`src/rtl/collision_scheduler_pkg.sv`:
```
// Shared constants and types for the per-frame collision scheduler.
// Object counts and sizes, the fixed player row, the packed position type
// and the scheduler FSM encoding live here so every file agrees on them.
package collision_scheduler_pkg;

    localparam int MAX_ENEMY         = 3;
    localparam int MAX_ENEMY_BULLET  = 3;
    localparam int MAX_PLAYER_BULLET = 3;

    localparam int ENEMY_WIDTH   = 36;
    localparam int ENEMY_HEIGHT  = 24;
    localparam int PLAYER_WIDTH  = 24;
    localparam int PLAYER_HEIGHT = 36;
    localparam int BULLET_WIDTH  = 4;
    localparam int BULLET_HEIGHT = 16;
    localparam int PLAYER_Y      = 372;

    localparam int POS_W = 19;

    // Packed screen position, x in the upper bits to match the port packing.
    typedef struct packed {
        logic [9:0] x;
        logic [8:0] y;
    } pos_t;

    // Off-screen parking spot for unused objects.
    localparam pos_t NONE_POS = '{x: 10'd720, y: 9'd500};

    typedef enum logic [2:0] {
        IDLE       = 3'd0,
        SCAN_PB_E  = 3'd1,
        SCAN_PB_EB = 3'd2,
        SCAN_EB_P  = 3'd3,
        DONE       = 3'd4
    } state_t;

    // Narrow an integer size constant to the x (10-bit) or y (9-bit) field.
    function automatic logic [9:0] to_w(input int v);
        return v[9:0];
    endfunction

    function automatic logic [8:0] to_h(input int v);
        return v[8:0];
    endfunction

endpackage

```
`src/rtl/collision_rect_cmp.sv`:
```
// Strict axis-aligned rectangle overlap test. Right/bottom edges are summed
// one bit wider than the coordinates so nothing wraps; touching edges miss.
module collision_rect_cmp (
    input  logic [18:0] a_pos_i,
    input  logic [9:0]  a_w_i,
    input  logic [8:0]  a_h_i,
    input  logic [18:0] b_pos_i,
    input  logic [9:0]  b_w_i,
    input  logic [8:0]  b_h_i,
    output logic        hit_o
);
    logic [10:0] ax, bx, ax_end, bx_end;
    logic [9:0]  ay, by, ay_end, by_end;

    assign ax     = {1'b0, a_pos_i[18:9]};
    assign bx     = {1'b0, b_pos_i[18:9]};
    assign ay     = {1'b0, a_pos_i[8:0]};
    assign by     = {1'b0, b_pos_i[8:0]};
    assign ax_end = ax + {1'b0, a_w_i};
    assign bx_end = bx + {1'b0, b_w_i};
    assign ay_end = ay + {1'b0, a_h_i};
    assign by_end = by + {1'b0, b_h_i};

    assign hit_o = (ax < bx_end) && (bx < ax_end) && (ay < by_end) && (by < ay_end);

endmodule

```
`src/rtl/collision_scheduler.sv`:
```
// Time-multiplexed collision controller: on a frame tick it snapshots every
// object, then walks player-bullet/enemy, player-bullet/enemy-bullet and
// enemy-bullet/player pairs through one shared comparator, one pair a clock.
// Build option: define COLLISION_BULLET_CANCEL_EN to run the
// player-bullet/enemy-bullet phase (bullets cancel); otherwise it is skipped.
module collision_scheduler
    import collision_scheduler_pkg::*;
(
    input  logic                           i_Clk,
    input  logic                           i_Rst,
    input  logic                           i_FrameStart,
    input  logic [MAX_ENEMY-1:0]           i_EnemyState,
    input  logic [MAX_ENEMY_BULLET-1:0]    i_EnemyBulletState,
    input  logic [MAX_PLAYER_BULLET-1:0]   i_PlayerBulletState,
    input  logic                           i_PlayerState,
    input  logic [19*MAX_ENEMY-1:0]        i_EnemyPosition,
    input  logic [19*MAX_ENEMY_BULLET-1:0] i_EnemyBulletPosition,
    input  logic [19*MAX_PLAYER_BULLET-1:0] i_PlayerBulletPosition,
    input  logic [9:0]                     i_PlayerPosition,
    output logic [MAX_ENEMY-1:0]           o_EnemyKill,
    output logic [MAX_ENEMY_BULLET-1:0]    o_EnemyBulletKill,
    output logic [MAX_PLAYER_BULLET-1:0]   o_PlayerBulletKill,
    output logic                           o_PlayerHit,
    output logic                           o_AllEnemiesDown,
    output logic                           o_Busy,
    output logic                           o_Done
);
    localparam int AW  = (MAX_PLAYER_BULLET > 1) ? $clog2(MAX_PLAYER_BULLET) : 1;
    localparam int EW  = (MAX_ENEMY > 1) ? $clog2(MAX_ENEMY) : 1;
    localparam int EBW = (MAX_ENEMY_BULLET > 1) ? $clog2(MAX_ENEMY_BULLET) : 1;
    localparam int BW  = (EW > EBW) ? EW : EBW;

    localparam logic [AW-1:0] A_LAST  = AW'(MAX_PLAYER_BULLET - 1);
    localparam logic [BW-1:0] E_LAST  = BW'(MAX_ENEMY - 1);
    localparam logic [BW-1:0] EB_LAST = BW'(MAX_ENEMY_BULLET - 1);

    localparam logic [9:0] BUL_W = to_w(BULLET_WIDTH);
    localparam logic [8:0] BUL_H = to_h(BULLET_HEIGHT);
    localparam logic [9:0] ENE_W = to_w(ENEMY_WIDTH);
    localparam logic [8:0] ENE_H = to_h(ENEMY_HEIGHT);
    localparam logic [9:0] PLY_W = to_w(PLAYER_WIDTH);
    localparam logic [8:0] PLY_H = to_h(PLAYER_HEIGHT);
    localparam logic [8:0] PLY_Y = to_h(PLAYER_Y);

    pos_t in_e  [MAX_ENEMY];
    pos_t in_eb [MAX_ENEMY_BULLET];
    pos_t in_pb [MAX_PLAYER_BULLET];

    state_t                         state_q;
    pos_t                           snap_e_q  [MAX_ENEMY];
    pos_t                           snap_eb_q [MAX_ENEMY_BULLET];
    pos_t                           snap_pb_q [MAX_PLAYER_BULLET];
    logic [9:0]                     snap_px_q;
    logic [MAX_ENEMY-1:0]           snap_es_q;
    logic [MAX_ENEMY_BULLET-1:0]    snap_ebs_q;
    logic [MAX_PLAYER_BULLET-1:0]   snap_pbs_q;
    logic                           snap_ps_q;
    logic [AW-1:0]                  a_q;
    logic [BW-1:0]                  b_q;
    logic [MAX_ENEMY-1:0]           ek_q;
    logic [MAX_ENEMY_BULLET-1:0]    ebk_q;
    logic [MAX_PLAYER_BULLET-1:0]   pbk_q;
    logic                           hit_q, alldown_q, busy_q, done_q;

    pos_t       cmp_a, cmp_b;
    logic [9:0] cmp_aw, cmp_bw;
    logic [8:0] cmp_ah, cmp_bh;
    logic       pair_valid, cmp_hit, pair_hit;

    genvar gi;
    for (gi = 0; gi < MAX_ENEMY; gi++) begin : g_in_e
        assign in_e[gi] = i_EnemyPosition[POS_W*gi +: POS_W];
    end
    for (gi = 0; gi < MAX_ENEMY_BULLET; gi++) begin : g_in_eb
        assign in_eb[gi] = i_EnemyBulletPosition[POS_W*gi +: POS_W];
    end
    for (gi = 0; gi < MAX_PLAYER_BULLET; gi++) begin : g_in_pb
        assign in_pb[gi] = i_PlayerBulletPosition[POS_W*gi +: POS_W];
    end

    // Steer the current pair (chosen by phase and indices) into the comparator.
    always_comb begin
        cmp_a      = NONE_POS;
        cmp_aw     = '0;
        cmp_ah     = '0;
        cmp_b      = NONE_POS;
        cmp_bw     = '0;
        cmp_bh     = '0;
        pair_valid = 1'b0;
        case (state_q)
            SCAN_PB_E: begin
                cmp_a      = snap_pb_q[a_q];
                cmp_aw     = BUL_W;
                cmp_ah     = BUL_H;
                cmp_b      = snap_e_q[b_q[EW-1:0]];
                cmp_bw     = ENE_W;
                cmp_bh     = ENE_H;
                pair_valid = snap_pbs_q[a_q] & snap_es_q[b_q[EW-1:0]];
            end
`ifdef COLLISION_BULLET_CANCEL_EN
            SCAN_PB_EB: begin
                cmp_a      = snap_pb_q[a_q];
                cmp_aw     = BUL_W;
                cmp_ah     = BUL_H;
                cmp_b      = snap_eb_q[b_q[EBW-1:0]];
                cmp_bw     = BUL_W;
                cmp_bh     = BUL_H;
                pair_valid = snap_pbs_q[a_q] & snap_ebs_q[b_q[EBW-1:0]];
            end
`endif
            SCAN_EB_P: begin
                cmp_a      = snap_eb_q[b_q[EBW-1:0]];
                cmp_aw     = BUL_W;
                cmp_ah     = BUL_H;
                cmp_b      = '{x: snap_px_q, y: PLY_Y};
                cmp_bw     = PLY_W;
                cmp_bh     = PLY_H;
                pair_valid = snap_ebs_q[b_q[EBW-1:0]] & snap_ps_q;
            end
            default: ;
        endcase
    end

    collision_rect_cmp u_cmp (
        .a_pos_i (cmp_a),
        .a_w_i   (cmp_aw),
        .a_h_i   (cmp_ah),
        .b_pos_i (cmp_b),
        .b_w_i   (cmp_bw),
        .b_h_i   (cmp_bh),
        .hit_o   (cmp_hit)
    );

    assign pair_hit = pair_valid & cmp_hit;

    // Scheduler FSM: snapshot, walk the pair phases, accumulate kills, strobe done.
    always_ff @(posedge i_Clk or negedge i_Rst) begin
        if (!i_Rst) begin
            state_q    <= IDLE;
            for (int k = 0; k < MAX_ENEMY; k++)         snap_e_q[k]  <= NONE_POS;
            for (int k = 0; k < MAX_ENEMY_BULLET; k++)  snap_eb_q[k] <= NONE_POS;
            for (int k = 0; k < MAX_PLAYER_BULLET; k++) snap_pb_q[k] <= NONE_POS;
            snap_px_q  <= '0;
            snap_es_q  <= '0;
            snap_ebs_q <= '0;
            snap_pbs_q <= '0;
            snap_ps_q  <= 1'b0;
            a_q        <= '0;
            b_q        <= '0;
            ek_q       <= '0;
            ebk_q      <= '0;
            pbk_q      <= '0;
            hit_q      <= 1'b0;
            alldown_q  <= 1'b0;
            busy_q     <= 1'b0;
            done_q     <= 1'b0;
        end else begin
            case (state_q)
                IDLE: begin
                    done_q <= 1'b0;
                    if (i_FrameStart) begin
                        snap_e_q   <= in_e;
                        snap_eb_q  <= in_eb;
                        snap_pb_q  <= in_pb;
                        snap_px_q  <= i_PlayerPosition;
                        snap_es_q  <= i_EnemyState;
                        snap_ebs_q <= i_EnemyBulletState;
                        snap_pbs_q <= i_PlayerBulletState;
                        snap_ps_q  <= i_PlayerState;
                        ek_q       <= '0;
                        ebk_q      <= '0;
                        pbk_q      <= '0;
                        hit_q      <= 1'b0;
                        alldown_q  <= 1'b0;
                        busy_q     <= 1'b1;
                        a_q        <= '0;
                        b_q        <= '0;
                        state_q    <= SCAN_PB_E;
                    end
                end
                SCAN_PB_E: begin
                    if (pair_hit) begin
                        pbk_q[a_q]         <= 1'b1;
                        ek_q[b_q[EW-1:0]]  <= 1'b1;
                    end
                    if (b_q == E_LAST) begin
                        b_q <= '0;
                        if (a_q == A_LAST) begin
                            a_q     <= '0;
`ifdef COLLISION_BULLET_CANCEL_EN
                            state_q <= SCAN_PB_EB;
`else
                            state_q <= SCAN_EB_P;
`endif
                        end else begin
                            a_q <= a_q + 1'b1;
                        end
                    end else begin
                        b_q <= b_q + 1'b1;
                    end
                end
`ifdef COLLISION_BULLET_CANCEL_EN
                SCAN_PB_EB: begin
                    if (pair_hit) begin
                        pbk_q[a_q]          <= 1'b1;
                        ebk_q[b_q[EBW-1:0]] <= 1'b1;
                    end
                    if (b_q == EB_LAST) begin
                        b_q <= '0;
                        if (a_q == A_LAST) begin
                            a_q     <= '0;
                            state_q <= SCAN_EB_P;
                        end else begin
                            a_q <= a_q + 1'b1;
                        end
                    end else begin
                        b_q <= b_q + 1'b1;
                    end
                end
`endif
                SCAN_EB_P: begin
                    if (pair_hit) begin
                        ebk_q[b_q[EBW-1:0]] <= 1'b1;
                        hit_q               <= 1'b1;
                    end
                    if (b_q == EB_LAST) begin
                        b_q     <= '0;
                        state_q <= DONE;
                    end else begin
                        b_q <= b_q + 1'b1;
                    end
                end
                DONE: begin
                    done_q    <= 1'b1;
                    busy_q    <= 1'b0;
                    alldown_q <= &(~snap_es_q | ek_q);
                    state_q   <= IDLE;
                end
                default: state_q <= IDLE;
            endcase
        end
    end

    assign o_EnemyKill        = ek_q;
    assign o_EnemyBulletKill  = ebk_q;
    assign o_PlayerBulletKill = pbk_q;
    assign o_PlayerHit        = hit_q;
    assign o_AllEnemiesDown   = alldown_q;
    assign o_Busy             = busy_q;
    assign o_Done             = done_q;

endmodule

```
`config.mk`:
```
export PLATFORM = sky130hd
export DESIGN_NAME = collision_scheduler
export DESIGN_NICKNAME = d
export VERILOG_FILES = /design/src/rtl/collision_scheduler_pkg.sv /design/src/rtl/collision_rect_cmp.sv /design/src/rtl/collision_scheduler.sv
export SDC_FILE = /design/constraint.sdc
export NUM_CORES = 1
export LEC_CHECK = 0
export CAP_MARGIN = 20
export CORE_MARGIN = 4
export CORE_UTILIZATION = 49
export CTS_BUF_LIST = sky130_fd_sc_hd__clkbuf_8
export DETAILED_ROUTE_END_ITERATION = 16
export MAX_ROUTING_LAYER = met4
export PLACE_DENSITY = 0.78
export REMOVE_ABC_BUFFERS = 1
export SYNTH_ARGS = -nofsm -noshare
export SYNTH_HDL_FRONTEND = slang
export SYNTH_SLANG_ARGS = --single-unit
```
`constraint.sdc`:
```
create_clock -name i_Clk -period 4 [get_ports i_Clk]
set_input_delay 0.8 -clock i_Clk [delete_from_list [all_inputs] [get_ports i_Clk]]
set_output_delay 0.8 -clock i_Clk [all_outputs]
set_load 0.005 [all_outputs]
```
==> metrics.md <==
| Metric | Value |
|---|---|
| Synth Register Bits | `approximately 210` |
| Worst Path Class, Setup | `register to register` |
| Setup_tns | `-0.143 ns` |
| CTS sink count | `approximately 210` |
| Area fraction of the dominant cell type after synthesis | `26.8%` |
| Post-Route Skew | `0.0174 ns` |
| Status | `finished with violations` |
| Max Freq | `0.246 GHz` |
| Final min period | `4.06 ns` |
| Slew Viols, Final | `0` |
| DIE WIDTH | `160 um` |
| Routed vias/inst | `5.30` |
| Clk slew on worst S/H paths | `0.06 ns` |
| Register area | `5390 um^2` |
| Startpoint class of the critical path | `register` |
| Avg Inst Size Synth | `8.62 um^2` |
| Crit Path Max Fanout | `6` |
| Critical path arrival | `4.51 ns` |
| Detailed-route DRC error count | `0` |
| Net Sw Frac | `40.8%` |
| Hold Crit Class | `input pin to asynchronous set/reset pin` |
| H-tree level count | `2` |
| DRT Pass-1 Iters | `8` |
| Overall Global Routing Usage | `25.1%` |
| Total Die Area | `25,600 um^2` |
| Nets | `roughly 1,800` |
| Cell Area, Placed | `14,000 um^2` |
| Comb pwr share | `54.3%` |
| Fillcell total | `1,861` |
| Worst-Margin Slew | `0.860 ns` |
| Max_cap viols | `0` |
| Final Setup Violations | `3` |
| Fraction of registers with async set/reset | `100%` |
| Root buffer cell | `clkbuf_8` |
| RSZ-0062 raised after global routing | `yes` |
| Clk_lat worst skew | `approximately 0.54 ns` |
| Hold buffer count at cts | `0` |
| Post-synth top cells | `nand2_1, dfrtp_1, dfstp_2, clkbuf_1, ha_1` |
| IR drop worst, VDD | `0.351 mV` |
| Synth Warn # | `0` |
| DP Wirelength | `23.2 mm` |
| Post-route antenna net violation count | `0` |
| Sequential power share | `30.1%` |
| Antenna violations before repair | `1` |
| P_int | `7.68 mW` |
| CTS max path bufs | `3` |
| Port buffer count | `between 200 and 250` |
| Layout cells sized above 1 | `18.2%` |
| DR vias | `slightly below 10,000` |
| Cells after synthesis | `1,312` |
| PwrDens | `roughly 870 nW/um^2` |
| Post-synth EDFFs | `0` |
| Leakage power | `7.19 nW` |
| First-pass GRT wire length | `51.2 mm` |
| Count leader, synth | `nand2_1` |
| Number of DRC markers in iteration 0 | `between 600 and 700` |
| Tcrit/Tclk final | `102%` |
| Netlist Area Pre-Place | `11,300 um^2` |
| Distinct cells, synth | `79` |
| Ys flop type | `dfrtp_1` |
| Final setup margin | `-0.0626 ns` |
| Wirelength, routed | `approximately 32 mm` |
| P&R area growth vs syn | `32.0%` |
| Top post-synthesis cells by area | `dfrtp_1, dfstp_2, nand2_1` |
| Fin util | `about two thirds` |
| Hold Fails Final Rpt | `0` |
| TritonCTS Buffers | `38` |
| NetSw | `roughly 5.3 mW` |
| Area leader, netlist | `dfrtp_1` |
| Failing checks | `setup timing` |
| Gr ovfl total | `0` |
| Vias in the first global route | `around 10,000` |
| CP Data Required Time | `4.44 ns` |
| Sequential area share after synthesis | `~48%` |
| Total core area | `around 23,000 um^2` |
| Initial Util | `49.8%` |
| Row count | `55` |
| Final instance area | `roughly 15,000 um^2` |
| Largest net degree at the start of global routing | `114` |
| Clock network fraction of design power | `~16%` |
| DR WL/cell | `16.9 um` |
| Post-place setup slack | `-0.182 ns` |
| Top-level port count | `207` |
| Slew HR | `42.7%` |
| Setup crit end kind | `register` |
| Die height | `160 um` |
| Gp weighted congestion | `0.909` |
| CTS tree | `done` |
| Area of the multi-input gates | `5510 um^2` |
[power groups by stage]
stage          combinational [mW]  clock [mW]  sequential, mW
2_1_floorplan                4.37           0            3.88
3_3_place_gp                 6.58           0            3.87
3_5_place_dp                 6.68           0            3.92
4_1_cts                      6.85        2.06            3.90
5_1_grt                      7.85        2.17            4.02
6_report                     7.05        2.02            3.91
[layout by cell type (no fill, tap or decap), types with 5 or more instances in the layout]
master           instances
nand4_1                  7
clkbuf_8                49
a221o_1                 11
mux2_2                  19
buf_12                   9
a22oi_1                  6
inv_1                   46
o31a_1                   5
nand2_1                604
dfrtp_1                120
nand2b_1                12
xnor2_1                  8
ha_1                    41
o21ai_1                  6
nand3_1                 10
and2_1                   5
a21o_1                   6
o211ai_1                 5
buf_4                   63
a21oi_1                 23
mux2i_1                 38
a221oi_1                 6
o21ai_0                 37
nor3_1                   5
clkdlybuf4s50_1        205
or2_2                    5
xor2_1                   9
nor2b_1                  7
dfstp_2                 90
nor2_1                  31
[cell type report]
class	count	share of cell area (%)
clock buffer	49	4.52
clock inverter	21	0.679
multi-input combinational	992	36.9
sequential	211	36.1
tap	285	2.39
inverter	36	0.905
antenna	1	0.0168
timing repair buffer	281	18.4
[sequential cells by signal, summed over array words and instances (netlist names)]
register,cells
snap_pb_q,57
o_Busy,1
o_PlayerBulletKill,3
o_PlayerHit,1
snap_e_q,57
snap_es_q,3
snap_ps_q,1
a_q,2
state_q,3
o_EnemyKill,3
snap_pbs_q,3
snap_px_q,10
snap_eb_q,57
snap_ebs_q,3
b_q,2
o_EnemyBulletKill,3
o_Done,1
o_AllEnemiesDown,1
[per-stage QoR]
step / hold WS, ns / power (mW) / std cells
finish: 0.364 / 13.0 / 1876
global route: 0.417 / 14.0 / 1876
CTS: 0.374 / 12.8 / 1869
detailed placement: 0.447 / 10.6 / 1794
global placement: 0.445 / 10.4 / 1794
floorplan: 0.436 / 8.25 / 1239
[metal layers]
metal	global-route usage, %	share of wire (%)	vias up
li1	-	-	4816
met2	42.4	51	315
met5	-	0	-
met1	31.3	42	4759
met4	7.00	2.1	0
met3	4.46	5.7	56
[worst paths after layout]
check | startpoint | to | slack, ns | cells after the start
worst max register to register | b_q[0] | o_EnemyBulletKill[0] | -0.06 | 19
worst min-delay path | i_Rst | snap_e_q[38] | 0.36 | 1
worst max-delay path | b_q[0] | o_EnemyBulletKill[0] | -0.06 | 19
min in group i_Clk | snap_eb_q[16] | snap_eb_q[16] | 0.45 | 2
max in group asynchronous | i_Rst | snap_e_q[37] | 2.80 | 2
worst min register to register | snap_eb_q[16] | snap_eb_q[16] | 0.45 | 2
[cell families after synthesis]
family / Yosys count / synth area share [%]
compound gates: 154 / 10.2
buf+inv: 109 / 4.33
simple gates: 714 / 25.7
mux: 62 / 5.75
flops: 211 / 47.7
xor+xnor: 18 / 1.39
fa+ha+maj: 44 / 5.00
[worst max-delay path, cell delays in order, from the launching register on]
cell      delay, ns
dfrtp_2        0.45
buf_4          0.15
mux2_2         0.22
a221oi_2       0.05
nor3_2         0.23
ha_2           0.21
inv_1          0.05
fa_2           0.34
nor2b_1        0.11
o21ai_0        0.09
nand2b_1       0.11
nand3_2        0.08
xnor2_1        0.15
ha_1           0.32
a21o_1         0.18
a221oi_2       0.28
o211ai_1       0.15
a32oi_2        0.27
nand4_1        0.26
o31ai_2        0.25
[timing repair]
action                     CTS  global route
cloned                       0             0
pin swaps                   13            21
setup endpoints to repair   10            10
gates resized for setup      8            12
buffers inserted             5             6
Note: power is estimated with default switching activity, not from simulation.
